[config.mk]
export PLATFORM = sky130hd
export DESIGN_NAME = reg_wb_arbiter_flat
export DESIGN_NICKNAME = d
export VERILOG_FILES = /design/src/rtl/reg_wb_arbiter_if.sv /design/src/rtl/reg_wb_arbiter.sv /design/src/flat_wrapper.sv
export SDC_FILE = /design/constraint.sdc
export NUM_CORES = 1
export LEC_CHECK = 0
export CORE_MARGIN = 2
export CORE_UTILIZATION = 43
export DETAILED_ROUTE_END_ITERATION = 12
export DONT_BUFFER_PORTS = 1
export GPL_TIMING_DRIVEN = 1
export PLACE_DENSITY_LB_ADDON = 0.25
export SYNTH_ARGS = -nofsm -noshare
export SYNTH_HDL_FRONTEND = slang
export SYNTH_SLANG_ARGS = --single-unit
[constraint.sdc]
create_clock -name clk -period 18.7 [get_ports clk]
set_input_delay 2.805 -clock clk [delete_from_list [all_inputs] [get_ports clk]]
set_output_delay 2.805 -clock clk [all_outputs]
set_load 0.01 [all_outputs]
[src/rtl/reg_wb_arbiter_if.sv]
// Write-back bus between the two requesters, the arbiter and the register
// file write/read ports.
//
// Handshake: on a rising clock edge a request on port N is accepted when
// pN_valid && pN_ready are both high. pN_ready depends only on whether that
// port's FIFO is full, never on what happens in the same cycle. The requester
// may change valid/addr/data only after an edge. WE3/A3/WD3 are registered
// outputs. hz1/hz2 are combinational functions of A1/A2 and the pending writes.
interface reg_wb_arbiter_if #(
  parameter int ADDR_W = 5,
  parameter int DATA_W = 32
);
  logic              p0_valid;
  logic              p0_ready;
  logic [ADDR_W-1:0] p0_addr;
  logic [DATA_W-1:0] p0_data;
  logic              p1_valid;
  logic              p1_ready;
  logic [ADDR_W-1:0] p1_addr;
  logic [DATA_W-1:0] p1_data;
  logic              WE3;
  logic [ADDR_W-1:0] A3;
  logic [DATA_W-1:0] WD3;
  logic [ADDR_W-1:0] A1;
  logic [ADDR_W-1:0] A2;
  logic              hz1;
  logic              hz2;

  // Arbiter side
  modport slave (
    input  p0_valid, p0_addr, p0_data,
    input  p1_valid, p1_addr, p1_data,
    input  A1, A2,
    output p0_ready, p1_ready,
    output WE3, A3, WD3,
    output hz1, hz2
  );

  // Requester / register-file side
  modport master (
    output p0_valid, p0_addr, p0_data,
    output p1_valid, p1_addr, p1_data,
    output A1, A2,
    input  p0_ready, p1_ready,
    input  WE3, A3, WD3,
    input  hz1, hz2
  );
endinterface

[src/rtl/reg_wb_arbiter.sv]
// reg_wb_arbiter: two write-back requesters (port 0 = ALU, port 1 = load)
// share the register file's single write port. Each port has a DEPTH-entry
// FIFO; heads drain through a round-robin arbiter, one write per cycle.
// Writes to register 0 are accepted and dropped. Read addresses A1/A2 are
// snooped and flagged when they hit any accepted-but-uncommitted write.
//
// Optional feature macro: WB_ARB_STATS_EN
//   defined   -> conflict_cnt counts cycles with both FIFOs non-empty
//                (saturating at 16'hFFFF)
//   undefined -> conflict_cnt is tied to zero
module reg_wb_arbiter #(
  parameter int DEPTH  = 2,
  parameter int ADDR_W = 5,
  parameter int DATA_W = 32
) (
  input  logic                clk,
  input  logic                reset,
  reg_wb_arbiter_if.slave     bus,
  output logic                idle,
  output logic [15:0]         conflict_cnt
);

  localparam int PTR_W = (DEPTH > 1) ? $clog2(DEPTH) : 1;
  localparam int CNT_W = PTR_W + 1;

  // FIFO storage and bookkeeping, index [port][entry]
  logic [ADDR_W-1:0] addr_q [2][DEPTH];
  logic [ADDR_W-1:0] addr_d [2][DEPTH];
  logic [DATA_W-1:0] data_q [2][DEPTH];
  logic [DATA_W-1:0] data_d [2][DEPTH];
  logic [DEPTH-1:0]  vld_q [2];
  logic [DEPTH-1:0]  vld_d [2];
  logic [PTR_W-1:0]  wr_ptr_q [2];
  logic [PTR_W-1:0]  wr_ptr_d [2];
  logic [PTR_W-1:0]  rd_ptr_q [2];
  logic [PTR_W-1:0]  rd_ptr_d [2];
  logic [CNT_W-1:0]  cnt_q [2];
  logic [CNT_W-1:0]  cnt_d [2];

  // Registered write port and arbitration history (1 = port 1 granted last)
  logic              we3_q, we3_d;
  logic [ADDR_W-1:0] a3_q, a3_d;
  logic [DATA_W-1:0] wd3_q, wd3_d;
  logic              last_grant_q, last_grant_d;

  logic              in_valid [2];
  logic [ADDR_W-1:0] in_addr [2];
  logic [DATA_W-1:0] in_data [2];
  logic [1:0]        ne;
  logic [1:0]        full;
  logic [1:0]        push;
  logic [1:0]        grant;
  logic              hz1, hz2;

  // Port view as arrays so both FIFOs share one description
  always_comb begin
    in_valid[0] = bus.p0_valid;
    in_addr[0]  = bus.p0_addr;
    in_data[0]  = bus.p0_data;
    in_valid[1] = bus.p1_valid;
    in_addr[1]  = bus.p1_addr;
    in_data[1]  = bus.p1_data;
  end

  // Status, push qualification (register 0 dropped) and round-robin grant
  always_comb begin
    for (int p = 0; p < 2; p++) begin
      ne[p]   = (cnt_q[p] != '0);
      full[p] = (cnt_q[p] == CNT_W'(DEPTH));
      push[p] = in_valid[p] && !full[p] && (in_addr[p] != '0);
    end
    grant[0] = ne[0] && (!ne[1] || last_grant_q);
    grant[1] = ne[1] && (!ne[0] || !last_grant_q);
  end

  // Next state: FIFO push/pop, write-port load, grant history
  always_comb begin
    addr_d       = addr_q;
    data_d       = data_q;
    vld_d        = vld_q;
    wr_ptr_d     = wr_ptr_q;
    rd_ptr_d     = rd_ptr_q;
    cnt_d        = cnt_q;
    we3_d        = 1'b0;
    a3_d         = a3_q;
    wd3_d        = wd3_q;
    last_grant_d = last_grant_q;
    for (int p = 0; p < 2; p++) begin
      // A pop clears the head; a push never targets the head unless empty,
      // in which case no pop happens, so the order of these two is safe.
      if (grant[p]) begin
        vld_d[p][rd_ptr_q[p]] = 1'b0;
        rd_ptr_d[p]           = rd_ptr_q[p] + PTR_W'(1);
        we3_d                 = 1'b1;
        a3_d                  = addr_q[p][rd_ptr_q[p]];
        wd3_d                 = data_q[p][rd_ptr_q[p]];
        last_grant_d          = (p == 1);
      end
      if (push[p]) begin
        addr_d[p][wr_ptr_q[p]] = in_addr[p];
        data_d[p][wr_ptr_q[p]] = in_data[p];
        vld_d[p][wr_ptr_q[p]]  = 1'b1;
        wr_ptr_d[p]            = wr_ptr_q[p] + PTR_W'(1);
      end
      cnt_d[p] = cnt_q[p] + CNT_W'(push[p]) - CNT_W'(grant[p]);
    end
  end

  // State registers; reset discards all pending writes at once
  always_ff @(posedge clk or posedge reset) begin
    if (reset) begin
      for (int p = 0; p < 2; p++) begin
        for (int i = 0; i < DEPTH; i++) begin
          addr_q[p][i] <= '0;
          data_q[p][i] <= '0;
        end
        vld_q[p]    <= '0;
        wr_ptr_q[p] <= '0;
        rd_ptr_q[p] <= '0;
        cnt_q[p]    <= '0;
      end
      we3_q        <= 1'b0;
      a3_q         <= '0;
      wd3_q        <= '0;
      last_grant_q <= 1'b1;
    end else begin
      addr_q       <= addr_d;
      data_q       <= data_d;
      vld_q        <= vld_d;
      wr_ptr_q     <= wr_ptr_d;
      rd_ptr_q     <= rd_ptr_d;
      cnt_q        <= cnt_d;
      we3_q        <= we3_d;
      a3_q         <= a3_d;
      wd3_q        <= wd3_d;
      last_grant_q <= last_grant_d;
    end
  end

  // Read-after-write snoop against queued entries and the in-flight write
  always_comb begin
    hz1 = 1'b0;
    hz2 = 1'b0;
    if (bus.A1 != '0 && we3_q && a3_q == bus.A1) hz1 = 1'b1;
    if (bus.A2 != '0 && we3_q && a3_q == bus.A2) hz2 = 1'b1;
    for (int p = 0; p < 2; p++) begin
      for (int i = 0; i < DEPTH; i++) begin
        if (bus.A1 != '0 && vld_q[p][i] && addr_q[p][i] == bus.A1) hz1 = 1'b1;
        if (bus.A2 != '0 && vld_q[p][i] && addr_q[p][i] == bus.A2) hz2 = 1'b1;
      end
    end
  end

  assign bus.p0_ready = !full[0];
  assign bus.p1_ready = !full[1];
  assign bus.WE3      = we3_q;
  assign bus.A3       = a3_q;
  assign bus.WD3      = wd3_q;
  assign bus.hz1      = hz1;
  assign bus.hz2      = hz2;
  assign idle         = !ne[0] && !ne[1] && !we3_q;

`ifdef WB_ARB_STATS_EN
  logic [15:0] conflict_q, conflict_d;

  // Saturating count of cycles where both ports contend
  always_comb begin
    conflict_d = conflict_q;
    if (ne[0] && ne[1] && conflict_q != 16'hFFFF) conflict_d = conflict_q + 16'd1;
  end

  // Contention counter register
  always_ff @(posedge clk or posedge reset) begin
    if (reset) conflict_q <= '0;
    else       conflict_q <= conflict_d;
  end

  assign conflict_cnt = conflict_q;
`else
  assign conflict_cnt = '0;
`endif

endmodule
[src/flat_wrapper.sv]
// flat-port wrapper written by rule: the top's interface ports become plain ports
module reg_wb_arbiter_flat 
#(
  parameter int DEPTH  = 2,
  parameter int ADDR_W = 5,
  parameter int DATA_W = 32
)
  (clk, reset, idle, conflict_cnt, bus_p0_valid, bus_p0_addr, bus_p0_data, bus_p1_valid, bus_p1_addr, bus_p1_data, bus_A1, bus_A2, bus_p0_ready, bus_p1_ready, bus_WE3, bus_A3, bus_WD3, bus_hz1, bus_hz2);
  reg_wb_arbiter_if #(.ADDR_W(ADDR_W), .DATA_W(DATA_W)) bus_i ();
  input  logic clk;
  input  logic reset;
  output logic idle;
  output logic [15:0] conflict_cnt;
  input wire logic [$bits(bus_i.p0_valid)-1:0] bus_p0_valid;
  input wire logic [$bits(bus_i.p0_addr)-1:0] bus_p0_addr;
  input wire logic [$bits(bus_i.p0_data)-1:0] bus_p0_data;
  input wire logic [$bits(bus_i.p1_valid)-1:0] bus_p1_valid;
  input wire logic [$bits(bus_i.p1_addr)-1:0] bus_p1_addr;
  input wire logic [$bits(bus_i.p1_data)-1:0] bus_p1_data;
  input wire logic [$bits(bus_i.A1)-1:0] bus_A1;
  input wire logic [$bits(bus_i.A2)-1:0] bus_A2;
  output wire logic [$bits(bus_i.p0_ready)-1:0] bus_p0_ready;
  output wire logic [$bits(bus_i.p1_ready)-1:0] bus_p1_ready;
  output wire logic [$bits(bus_i.WE3)-1:0] bus_WE3;
  output wire logic [$bits(bus_i.A3)-1:0] bus_A3;
  output wire logic [$bits(bus_i.WD3)-1:0] bus_WD3;
  output wire logic [$bits(bus_i.hz1)-1:0] bus_hz1;
  output wire logic [$bits(bus_i.hz2)-1:0] bus_hz2;
  assign bus_i.p0_valid = bus_p0_valid;
  assign bus_i.p0_addr = bus_p0_addr;
  assign bus_i.p0_data = bus_p0_data;
  assign bus_i.p1_valid = bus_p1_valid;
  assign bus_i.p1_addr = bus_p1_addr;
  assign bus_i.p1_data = bus_p1_data;
  assign bus_i.A1 = bus_A1;
  assign bus_i.A2 = bus_A2;
  assign bus_p0_ready = bus_i.p0_ready;
  assign bus_p1_ready = bus_i.p1_ready;
  assign bus_WE3 = bus_i.WE3;
  assign bus_A3 = bus_i.A3;
  assign bus_WD3 = bus_i.WD3;
  assign bus_hz1 = bus_i.hz1;
  assign bus_hz2 = bus_i.hz2;
  reg_wb_arbiter #(.DEPTH(DEPTH), .ADDR_W(ADDR_W), .DATA_W(DATA_W)) u_core (.clk(clk), .reset(reset), .bus(bus_i), .idle(idle), .conflict_cnt(conflict_cnt));
endmodule
[Yosys cells after proc, flatten, opt, wreduce, memory -nomap -nowiden]
Index checks and enable logic that the tools add are counted.
Storage, ports and cells
  register bits: 199
  bits of input ports: 88
Cells by class
  $add $sub $neg: 8
  order comparisons: 14
  eq/ne operators: 12
  multiplexer cells: 54
  bitwise gates (word level): 10
  reductions and logical operators: 49
Operator list (number)
  two-way mux 32 bit: 10
  bitwise mux 64 bit: 2
  demux 32 bit (select 1 bit): 2
  equality test 5 bit: 10
  two-way mux 5 bit: 10
  logical AND 1 bit: 34
  bitwise mux 10 bit: 2
  nonzero test 5 bit: 4
  two-way mux 1 bit: 18
  demux 5 bit (select 1 bit): 2
  >= comparator 2 bit, second input constant: 4
  < comparator 1 x 2 -> 1 bit, second input constant: 4
  two-way mux 2 bit: 4
  inverter 1 -> 2 bit: 4
  logical NOT 1 bit: 6
  nonzero test 2 bit: 3
  adder 1 bit, second input constant: 4
  adder 2 x 1 -> 2 bit: 2
  AND 2 bit: 2
  demux 1 bit (select 1 bit): 4
  equality test 2 bit, second input constant: 2
  >= comparator 1 bit, second input constant: 4
  < comparator 2 x 1 -> 1 bit, second input constant: 2
  inverter 2 bit: 2
  3 further kinds: 6

[Depth between registers and ports, before layout]
  word-level depth: 9
  gate-level depth with buffers: 9
  gate-level depth less buffers: 8

[Least setup slack after synthesis]
No wires, ideal clock.
  path type: input to output
  start: input bus_A2[2]
  end: output bus_hz2
  arrival time: 3.770 ns
  required time: 15.895 ns
  path slack: 12.125 ns
  stages on the path: 6
  cell sequence: clkbuf_1 > xor2_1 > nor4_1 > nand3_1 > nand3_1 > o22a_1
Between the ends
  longest elaborated chain between the ends: 8
  elaborated cells between the ends (all ways): 21
  those cells by class: 5 x eq/ne; 5 x mux; 11 x reduce/logical
Ends and longest elaborated chain
  from (decl): RTL line flat_wrapper.sv:21  | input wire logic [$bits(bus_i.A2)-1:0] bus_A2;
  nonzero test 5 bit: RTL line reg_wb_arbiter.sv:145, reg_wb_arbiter.sv:149
  logical AND 1 bit (2 in a row): RTL line reg_wb_arbiter.sv:145  | if (bus.A2 != '0 && we3_q && a3_q == bus.A2) hz2 = 1'b1;
  two-way mux 1 bit: RTL line reg_wb_arbiter.sv:145
  two-way mux 1 bit (3 in a row): RTL line reg_wb_arbiter.sv:149  | if (bus.A2 != '0 && vld_q[p][i] && addr_q[p][i] == bus.A2) hz2 = 1'b1;
  two-way mux 1 bit *: RTL line reg_wb_arbiter.sv:149
  to (decl): RTL line flat_wrapper.sv:28  | output wire logic [$bits(bus_i.hz2)-1:0] bus_hz2;
Every way passes the cells marked *; elsewhere a longest branch is shown, timed or not.

[Worst setup path in the final report]
Ends and elaborated chain as after synthesis.

==> impl_metrics.ini <==
[floorplan]
start_util_pct = 43.8
die_w_microns = 156
fp.dieArea_sq_um = 24400
core_sq_um = 22700
num_rows = 55
die_h_microns = 156
io_pins = 147

[timing]
finalWorstSetupSlack_ns = 12.15
rsz0062_at_grt = false
post-route-period-util_pct = 35.0
finalMaxSlewViolations = 0
fin_crit_ns = 6.55
worst_pin_slew_ns = 0.993
finClkSkew_ns = 0.0167
max_freq_mhz = 153
hold_viol_final = 0
tns_ns = 0
slew_headroom_pct = 33.8
setup_viol = 0

[layout]
nets = 833
final_area_sq_um = 10500
area_growth_syn_to_layout_pct = 5.59
fin_util_pct = 46.3
final_layout_size_suffix_gt1_share_pct = 26.9
antennaDiodeCount = 0

[synthesis]
netlist_area_sq_um = 9950
synth_edf_count = 0
yosysUniqueCellTypes = 31
synth_area_leaders = dfrtp_1, mux2_2, mux2_4
synth-seq-cells = 199
synthArstFlopShare_pct = 100
syn_inst = 777
synth_flop_cell = dfrtp_1
yosys.area.top_type_share_pct = 49.8
ys_seq_area_share_pct = 50.1
synth.most_common_cell = dfrtp_1
ys.warnings.count = 0
synth_commonest_cells = dfrtp_1, mux2_2, o21ai_0
syn_avg_cell_area_sq_um = 12.8
yosys.area.top_type = dfrtp_1

[critical_path]
critPathCapture = bus_hz2
critPathCaptureType = output pin
slowest_delay_ns = 0.36
critPathSlowestCell = nor4_1
startpoint_type = primary input
worstPathMaxFanout = 6
crit_type = in -> out
cp.arrival_ns = 3.74
r2r_start = u_core.cnt_q[3]
worstPathRequired_ns = 15.89
reg2reg_slack_ns = 16.24
crit_chain = xor2_1, nor4_1, nand3_1, nand2_1, o22a_1
reg2reg_depth = 7
crit_path_start = bus_A2[2]
r2r-end = u_core.cnt_q[1]

[global_routing]
antenna_found_initial = 0
grt_overflow = 0
grt_max_degree = 123
grt_pass1_wl_mm = 38.1
track_usage_pct = 20.8
grt_pass1_vias = 6452

[outcome]
outcome = completed

[cts]
cts_buffers = 17
clkLatencyLatePin_ns = 0.44
clk_path_buf_depth = 2
clk_pin_slew_worst_paths_ns = 0.08
cts_hold_buf = 0
cts_num_sinks = 199
post_cts_resized = 0
root_buffer = clkbuf_16
htreeDepth = 4
cts_tree = yes
cts_setup_buffers = 0

[power_and_ir_drop]
p_total_mw = 2.16
p_leak_nw = 4.78
p_per_area_nw_per_um2 = 205
peakVddDrop_uv = 80.2

[drt]
first_iter_violations = 363
drc = 0
vias_per_cell = 5.84
post_drt_wl_per_cell_microns = 23.5
drt_wl_total_mm = 24.4
ant_nets = 0
via_count = 6071
first_pass_iters = 5

[placed_design]
post_dp_cell_area_sq_um = 9900
io_buffers = 0
dpl.hpwl_mm = 15.2
gp_congestion = 0.899
pre_cts_ws_ns = 12.20

[run]
cap_violations = 0

[min_path]
min_path_type = reg -> reg
-- through the flow --
step / hold slack, ns / cells
floorplan: 0.459 / 792
global placement: 0.474 / 1007
detailed placement: 0.493 / 1007
CTS: 0.511 / 1039
global route: 0.515 / 1039
finish: 0.507 / 1039
-- power breakdown --
part | total (mW) | switching (mW) | internal (mW) | leakage, nW
Clock | 0.371 | 0.189 | 0.181 | 0.294
Sequential | 0.881 | 0.221 | 0.660 | 2.35
Combinational | 0.904 | 0.435 | 0.468 | 2.14
Total | 2.16 | 0.846 | 1.31 | 4.78
-- cells by family after synthesis --
family | Yosys count | share of synthesized area, %
fa+ha+maj | 4 | 0.503
mux | 222 | 26.2
xor+xnor | 56 | 4.93
compound gates | 121 | 8.17
other cells | 1 | 0.0377
simple gates | 87 | 4.26
flops | 199 | 50.1
buf+inv | 87 | 5.82
-- registers in the layout, summed over array words and instances, names as in the netlist --
register	flops
u_core.bus.WE3	1
u_core.rd_ptr_q	2
u_core.wr_ptr_q	2
u_core.vld_q	4
u_core.cnt_q	4
u_core.bus.A3	5
u_core.data_q	128
u_core.last_grant_q	1
u_core.addr_q	20
u_core.bus.WD3	32
-- layer usage --
metal  global-route usage, %  wire length [microns]
met1                    27.3                  10600
met2                    33.6                  11600
met3                    5.75                   1700
met4                    6.86                    508
met5                       0                      0
-- layout by cell type (no fill, tap or decap) --
cell and count:
a21oi_1 2, buf_4 7, clkbuf_16 17, clkinv_4 4, clkinv_8 5, conb_1 16
dfrtp_1 196, dfrtp_2 2, dfstp_2 1, ha_1 4, inv_1 7, inv_2 2
inv_6 2, inv_8 5, mux2_2 94, mux2_4 54, mux2i_1 74, nand2_1 51
nand2_4 2, nand2b_1 1, nand2b_4 2, nand3_1 12, nor2_1 2, nor2_4 1
nor4_1 10, o211ai_2 2, o21ai_0 77, o21ai_4 1, o22a_1 2, o32a_1 37
or2_2 2, or4_1 4, xnor2_1 15, xor2_1 41
-- how the worst min path moves through the flow --
| stage | from | endpoint | slack [ns] | depth (start not counted) |
|---|---|---|---|---|
| after floorplan | u_core.cnt_q[3] | u_core.cnt_q[3] | 0.46 | 1 |
| after global placement | u_core.cnt_q[3] | u_core.cnt_q[3] | 0.47 | 1 |
| after detailed placement | u_core.data_q[100] | u_core.data_q[100] | 0.49 | 1 |
| after CTS | u_core.data_q[100] | u_core.data_q[100] | 0.51 | 1 |
| after global routing | u_core.data_q[100] | u_core.data_q[100] | 0.52 | 1 |
| final | u_core.data_q[57] | u_core.data_q[57] | 0.51 | 1 |
-- layout make-up --
class,instances,area [sq um]
well taps,285,357
inverters,10,45.0
clock inverters,15,179
clock buffers,17,425
multi-input cells,506,4470
flip-flops and latches,199,4980
repair buffers,7,52.6
fillers,2001,12200
-- critical path, delay by kind of cell --
family           cells  cell delay, ns
AND/OR/NAND/NOR      3            0.60
AO/OA/AOI/OAI        1            0.19
XOR/XNOR             1            0.14
(Power assumes the default switching activity.)
